===== config.mk =====
export PLATFORM = sky130hd
export DESIGN_NAME = mem_req_arbiter
export DESIGN_NICKNAME = d
export VERILOG_FILES = /design/src/rtl/mem_req_arbiter.sv
export SDC_FILE = /design/constraint.sdc
export NUM_CORES = 1
export LEC_CHECK = 0
export CAP_MARGIN = 15
export CORE_ASPECT_RATIO = 0.9
export CORE_MARGIN = 5
export CORE_UTILIZATION = 43
export CTS_CLUSTER_SIZE = 30
export DETAILED_ROUTE_END_ITERATION = 8
export HOLD_SLACK_MARGIN = 0.08
export PLACE_DENSITY = 0.85
export SLEW_MARGIN = 20
export SYNTH_ARGS = -nofsm -noshare
export SYNTH_HDL_FRONTEND = slang
export SYNTH_SLANG_ARGS = --single-unit

===== constraint.sdc =====
create_clock -name clk_in -period 2.93 [get_ports clk_in]
set_input_delay 0.586 -clock clk_in [delete_from_list [all_inputs] [get_ports clk_in]]
set_output_delay 0.586 -clock clk_in [all_outputs]
set_load 0.01 [all_outputs]

===== src/rtl/mem_req_arbiter.sv =====
// mem_req_arbiter
// Shares the single MemCtrl port between the instruction fetcher (IC) and the
// load/store controller (LSC). One request is latched at a time. MemCtrl sees
// stable, registered operands for the whole transaction. The result returns
// with a one-cycle done pulse, followed by one idle GAP cycle.
// Data requests win by default. A starvation counter forces an instruction
// grant once IC has waited through STARVE_LIMIT consecutive data grants.
//
// Ports
//   clk_in, rst_in (async, active-low), rdy_in (global enable), flush_in (abort)
//   ic_*   : fetch request/address in, instruction/done out
//   ls_*   : load/store request/operands in, load data/done out
//   mc_*   : MemCtrl side; registered request/operands out, results/done in
module mem_req_arbiter #(
  parameter int unsigned ADDR_WIDTH   = 32,
  parameter int unsigned DATA_WIDTH   = 32,
  parameter int unsigned INST_WIDTH   = 32,
  parameter int unsigned STARVE_LIMIT = 4
) (
  input  logic                  clk_in,
  input  logic                  rst_in,
  input  logic                  rdy_in,
  input  logic                  flush_in,
  // instruction fetcher
  input  logic                  ic_req_in,
  input  logic [ADDR_WIDTH-1:0] ic_addr_in,
  output logic [INST_WIDTH-1:0] ic_inst_out,
  output logic                  ic_done_out,
  // load/store controller
  input  logic                  ls_req_in,
  input  logic                  ls_wr_in,
  input  logic [ADDR_WIDTH-1:0] ls_addr_in,
  input  logic [2:0]            ls_len_in,
  input  logic [DATA_WIDTH-1:0] ls_data_in,
  output logic [DATA_WIDTH-1:0] ls_data_out,
  output logic                  ls_done_out,
  // MemCtrl
  output logic                  mc_inst_req_out,
  output logic [ADDR_WIDTH-1:0] mc_inst_addr_out,
  input  logic [INST_WIDTH-1:0] mc_inst_in,
  input  logic                  mc_inst_done_in,
  output logic                  mc_data_req_out,
  output logic                  mc_wr_out,
  output logic [ADDR_WIDTH-1:0] mc_addr_out,
  output logic [2:0]            mc_len_out,
  output logic [DATA_WIDTH-1:0] mc_data_s_out,
  input  logic [DATA_WIDTH-1:0] mc_data_l_in,
  input  logic                  mc_data_done_in
);

  localparam int unsigned CntW = $clog2(STARVE_LIMIT + 1);
  localparam logic [CntW-1:0] StarveMax = CntW'(STARVE_LIMIT);

  typedef enum logic [1:0] {StIdle, StInst, StData, StGap} state_e;

  state_e                state_q, state_d;
  logic [CntW-1:0]       starve_q, starve_d;
  logic [INST_WIDTH-1:0] ic_inst_q, ic_inst_d;
  logic                  ic_done_q, ic_done_d;
  logic [DATA_WIDTH-1:0] ls_data_q, ls_data_d;
  logic                  ls_done_q, ls_done_d;
  logic                  mc_inst_req_q, mc_inst_req_d;
  logic [ADDR_WIDTH-1:0] mc_inst_addr_q, mc_inst_addr_d;
  logic                  mc_data_req_q, mc_data_req_d;
  logic                  mc_wr_q, mc_wr_d;
  logic [ADDR_WIDTH-1:0] mc_addr_q, mc_addr_d;
  logic [2:0]            mc_len_q, mc_len_d;
  logic [DATA_WIDTH-1:0] mc_data_s_q, mc_data_s_d;

  logic ic_forced;
  assign ic_forced = ic_req_in && (starve_q == StarveMax);

  always_comb begin
    state_d        = state_q;
    starve_d       = starve_q;
    ic_inst_d      = ic_inst_q;
    ic_done_d      = ic_done_q;
    ls_data_d      = ls_data_q;
    ls_done_d      = ls_done_q;
    mc_inst_req_d  = mc_inst_req_q;
    mc_inst_addr_d = mc_inst_addr_q;
    mc_data_req_d  = mc_data_req_q;
    mc_wr_d        = mc_wr_q;
    mc_addr_d      = mc_addr_q;
    mc_len_d       = mc_len_q;
    mc_data_s_d    = mc_data_s_q;

    if (flush_in) begin
      // Abort: any done arriving afterwards lands in IDLE and is ignored.
      state_d       = StIdle;
      starve_d      = '0;
      ic_done_d     = 1'b0;
      ls_done_d     = 1'b0;
      mc_inst_req_d = 1'b0;
      mc_data_req_d = 1'b0;
    end else if (rdy_in) begin
      unique case (state_q)
        StIdle: begin
          if (ls_req_in && !ic_forced) begin
            state_d       = StData;
            mc_data_req_d = 1'b1;
            mc_wr_d       = ls_wr_in;
            mc_addr_d     = ls_addr_in;
            mc_len_d      = ls_len_in;
            mc_data_s_d   = ls_data_in;
            if (!ic_req_in) begin
              starve_d = '0;
            end else if (starve_q != StarveMax) begin
              starve_d = starve_q + CntW'(1);
            end
          end else if (ic_req_in) begin
            state_d        = StInst;
            mc_inst_req_d  = 1'b1;
            mc_inst_addr_d = ic_addr_in;
            starve_d       = '0;
          end
        end
        StInst: begin
          if (mc_inst_done_in) begin
            state_d       = StGap;
            ic_inst_d     = mc_inst_in;
            ic_done_d     = 1'b1;
            mc_inst_req_d = 1'b0;
          end
        end
        StData: begin
          if (mc_data_done_in) begin
            state_d       = StGap;
            ls_data_d     = mc_data_l_in;
            ls_done_d     = 1'b1;
            mc_data_req_d = 1'b0;
          end
        end
        StGap: begin
          // Lets MemCtrl return to idle and the requester drop its req.
          state_d   = StIdle;
          ic_done_d = 1'b0;
          ls_done_d = 1'b0;
        end
        default: state_d = StIdle;
      endcase
    end
  end

  always_ff @(posedge clk_in or negedge rst_in) begin
    if (!rst_in) begin
      state_q        <= StIdle;
      starve_q       <= '0;
      ic_inst_q      <= '0;
      ic_done_q      <= 1'b0;
      ls_data_q      <= '0;
      ls_done_q      <= 1'b0;
      mc_inst_req_q  <= 1'b0;
      mc_inst_addr_q <= '0;
      mc_data_req_q  <= 1'b0;
      mc_wr_q        <= 1'b0;
      mc_addr_q      <= '0;
      mc_len_q       <= '0;
      mc_data_s_q    <= '0;
    end else begin
      state_q        <= state_d;
      starve_q       <= starve_d;
      ic_inst_q      <= ic_inst_d;
      ic_done_q      <= ic_done_d;
      ls_data_q      <= ls_data_d;
      ls_done_q      <= ls_done_d;
      mc_inst_req_q  <= mc_inst_req_d;
      mc_inst_addr_q <= mc_inst_addr_d;
      mc_data_req_q  <= mc_data_req_d;
      mc_wr_q        <= mc_wr_d;
      mc_addr_q      <= mc_addr_d;
      mc_len_q       <= mc_len_d;
      mc_data_s_q    <= mc_data_s_d;
    end
  end

  assign ic_inst_out      = ic_inst_q;
  assign ic_done_out      = ic_done_q;
  assign ls_data_out      = ls_data_q;
  assign ls_done_out      = ls_done_q;
  assign mc_inst_req_out  = mc_inst_req_q;
  assign mc_inst_addr_out = mc_inst_addr_q;
  assign mc_data_req_out  = mc_data_req_q;
  assign mc_wr_out        = mc_wr_q;
  assign mc_addr_out      = mc_addr_q;
  assign mc_len_out       = mc_len_q;
  assign mc_data_s_out    = mc_data_s_q;

endmodule


==> results.md <==
* Status: finished, final reports clean
* Die area at 18400 um2
* Ant diodes at 0
* Worst Path Arrival at 2.51 ns
* Vias in the first global route at 5398
* CTS resizes at 0
* Total track usage at 0.208
* Die width at 142 um
* Syn nets at 593
* Half-perimeter wire length after placement at 15300 um
* Wire length per cell at 20.1 um
* Xor/xnor share of the synthesized area at 0.00129
* # IOs at 340
* CTS buffer count at 17
* Post-synth cell types at 38
* Initial antenna violation count at 0
* Post-route setup slack at 0.711 ns
* CTS tree: yes
* # fillers at 1009
* Final hold vios at 0
* First-pass GRT wire length at 29400 um
* HP Class: primary input to asynchronous set/reset pin
* Worst r2r src: state_q[1]$_DFFE_PN0P_
* Max Buffers Root-to-Sink at 2
* Post-route DRC at 0
* Initial Util at 0.440
* PwrDens at 841 nW/um2
* Tmin final at 2.22 ns
* NumNets Final at 942
* Core area at 15400 um2
* Setup_tns at 0 ns
* Worst path buffer plus inverter count at 2
* CP startpoint kind: register
* R2r endpoint: mc_data_s_out[7]$_DFFE_PN0P_
* Post-synthesis compound-gate area fraction at 0.0170
* Commonest non-fill, non-tap cell in the layout: clkdlybuf4s50_1
* Post-CTS Setup Bufs at 0
* Root Driver: clkbuf_16
* Area of the multi-input gates at 2270 um2
* Vias per std cell at 4.92
* Syn-to-layout area delta at 62.1%
* Least-Margin Pin Slew at 0.622 ns
* Maxcap violations at 0
* Family with the most delay on the worst path: simple AND/OR/NAND/NOR gates
* DP Worst Slack at 0.286 ns
* Worst R2R Setup Slack at 0.71 ns
* Crit-path max cell delay at 0.44 ns
* Synthesized flop and latch total at 173
* Pre-Repair DR Iteration Count at 4
* Final count of negative-setup-slack endpoints at 0
* Crit Path Class: register to register
* Slew margin rel. at 0.586
* Port Buffer Count at 339
* Clock sinks at 173
* FMAX at 0.451 GHz
* Row count at 43
* Synthesized area at 6790 um2
* Slowest CP cell: dfrtp_1
* Iter 0 DRT Violations at 116
* Syn Area/Cell at 16.4 um2
* Seq. cell area at 4330 um2
* Grt total ovfl at 0
* Cell Chain, Critical Path: inv_1 > ha_1 > and2_1 > and3_4 > buf_4 > mux2_2
* Reg2Reg Depth at 6
* Leak Pwr at 4.72 nW
* Most frequent cells in the layout: clkdlybuf4s50_1 (338), dfrtp_1 (173), mux2_2 (154), clkbuf_16 (17), mux2_4 (10)
* Layout cells sized above 1 at 0.272
* Htree depth at 4
* RSZ-0062 raised after global routing: false
* Placer Congestion at 0.886
* CP max FO at 22
* Worst Skew at 0.00683 ns
* Clock Pin Slew Worst Setup and Hold Paths at 0.06 ns
* Clk Latency, worst-skew pair at 0.41 ns
* Seq/Total Area, Yosys at 0.638
* Worst EP required at 3.22 ns
* Die Ht at 129 um
* Max Slew Vio Count at 0
* Drt total wl at 19600 um
* Routed vias at 4808
* Hold Buf Count CTS at 0
* Adder-cell share of the synthesized area at 0.0111
* Synth Instances at 415
* Worst ir drop on vdd at 0.583 mV
* Simple-Gate Fraction of Synth Area at 0.0241
* Final Cycle Share at 0.757
* Largest family of logic cells by synthesized area: multiplexers
* Pin count of the biggest net entering global routing at 84
* Post-synthesis mux area share at 0.281
* Antenna Nets Post-Route at 0
* Synth warn at 0
* Worst setup EP type: register
## worst reg2reg max path: cells and delay by family, from the launching register on
| family | cells | cell delay [ns] |
|---|---|---|
| DFF | 1 | 0.44 |
| buffers and inverters | 2 | 0.37 |
| muxes | 1 | 0.35 |
| and+or+nand+nor | 2 | 0.63 |
| adders and majority gates | 1 | 0.31 |
## logic make-up after synthesis
group / after synthesis
AO/OA/AOI/OAI: 16
XOR/XNOR: 1
adder cells (fa/ha/maj): 6
buffers and inverters: 27
flip-flops: 173
multiplexers: 166
AND/OR/NAND/NOR: 26
## cell type report
| class | count | area share |
|---|---|---|
| Inverter | 8 | 0.00273 |
| Clock inverter | 13 | 0.0150 |
| Tap cell | 202 | 0.0230 |
| Timing Repair Buffer | 349 | 0.320 |
| Multi-Input combinational cell | 215 | 0.206 |
| Sequential cell | 173 | 0.393 |
| Clock buffer | 18 | 0.0399 |
## registers in the layout, indices dropped and copies added, names as in the netlist, 2 cells and up
register and count:
ls_data_out 32, mc_addr_out 32, mc_inst_addr_out 32, state_q 2, ic_inst_out 32, mc_len_out 3, mc_data_s_out 32, starve_q 3
## metal layers
layer,wire length (um),part of all wire,vias to the layer above,global-route usage
met1,6830,0.35,2384,0.219
li1,-,-,2161,-
met5,0,0,-,0
met2,10400,0.53,234,0.377
met4,463,0.024,0,0.0738
met3,1920,0.098,29,0.0852
## per-stage QoR
stage               power (mW)  instances   util  cell area (um2)  hold WS, ns
floorplan                 4.81        415      -             6790        0.290
global placement          6.91        947  0.674            10400        0.472
detailed placement        7.05        947  0.674            10400        0.491
CTS                       9.38        978  0.713            11000        0.176
global route              9.72        978  0.713            11000        0.197
finish                    9.26        978  0.713            11000        0.184
## worst max path at each step
stage	from	end	slack, ns	cells past startpoint
4_1_cts	state_q[1]$_DFFE_PN0P_	mc_data_s_out[7]$_DFFE_PN0P_	0.69	6
3_5_place_dp	rdy_in	mc_data_s_out[11]$_DFFE_PN0P_	0.29	5
6_report	state_q[1]$_DFFE_PN0P_	mc_data_s_out[7]$_DFFE_PN0P_	0.71	6
2_1_floorplan	rdy_in	mc_inst_addr_out[0]$_DFFE_PN0P_	1.06	6
5_1_grt	state_q[1]$_DFFE_PN0P_	mc_data_s_out[11]$_DFFE_PN0P_	0.56	6
3_3_place_gp	rdy_in	mc_data_s_out[13]$_DFFE_PN0P_	0.38	5
## Yosys cell counts
cell type | n | share of area
mux2_2 | 154 | 0.26
xor2_1 | 1 | 0.0013
buf_12 | 1 | 0.0029
and2_1 | 1 | 0.00092
buf_2 | 6 | 0.0044
a21oi_1 | 4 | 0.0029
o21a_1 | 1 | 0.0011
mux2i_1 | 1 | 0.0015
a22o_1 | 5 | 0.0064
nand3_1 | 8 | 0.0059
ha_1 | 6 | 0.011
buf_6 | 2 | 0.0033
a211oi_1 | 1 | 0.0011
mux2_4 | 10 | 0.022
and3_4 | 1 | 0.0017
or2_2 | 2 | 0.0018
nand4_1 | 1 | 0.00092
o31ai_1 | 1 | 0.0011
mux2_1 | 1 | 0.0017
a31oi_1 | 1 | 0.00092
nor2b_1 | 1 | 0.00092
a41oi_1 | 1 | 0.0013
nand4b_1 | 1 | 0.0013
inv_1 | 8 | 0.0044
clkbuf_2 | 2 | 0.0015
nor2b_4 | 1 | 0.0020
nand2_1 | 2 | 0.0011
o21ai_0 | 1 | 0.00074
buf_4 | 5 | 0.0055
nand3b_1 | 1 | 0.0011
o221ai_1 | 1 | 0.0013
nand2b_1 | 3 | 0.0028
clkbuf_8 | 2 | 0.0041
nor2_4 | 1 | 0.0017
buf_8 | 1 | 0.0022
nor2_1 | 2 | 0.0011
and3_1 | 1 | 0.00092
dfrtp_1 | 173 | 0.64
## where the power goes
| part | switching (mW) | internal, mW |
|---|---|---|
| Combinational | 1.18 | 2.16 |
| Clock | 0.915 | 1.37 |
| Sequential | 0.449 | 3.19 |
| Total | 2.55 | 6.71 |
Power figures use the tool's default switching activity.
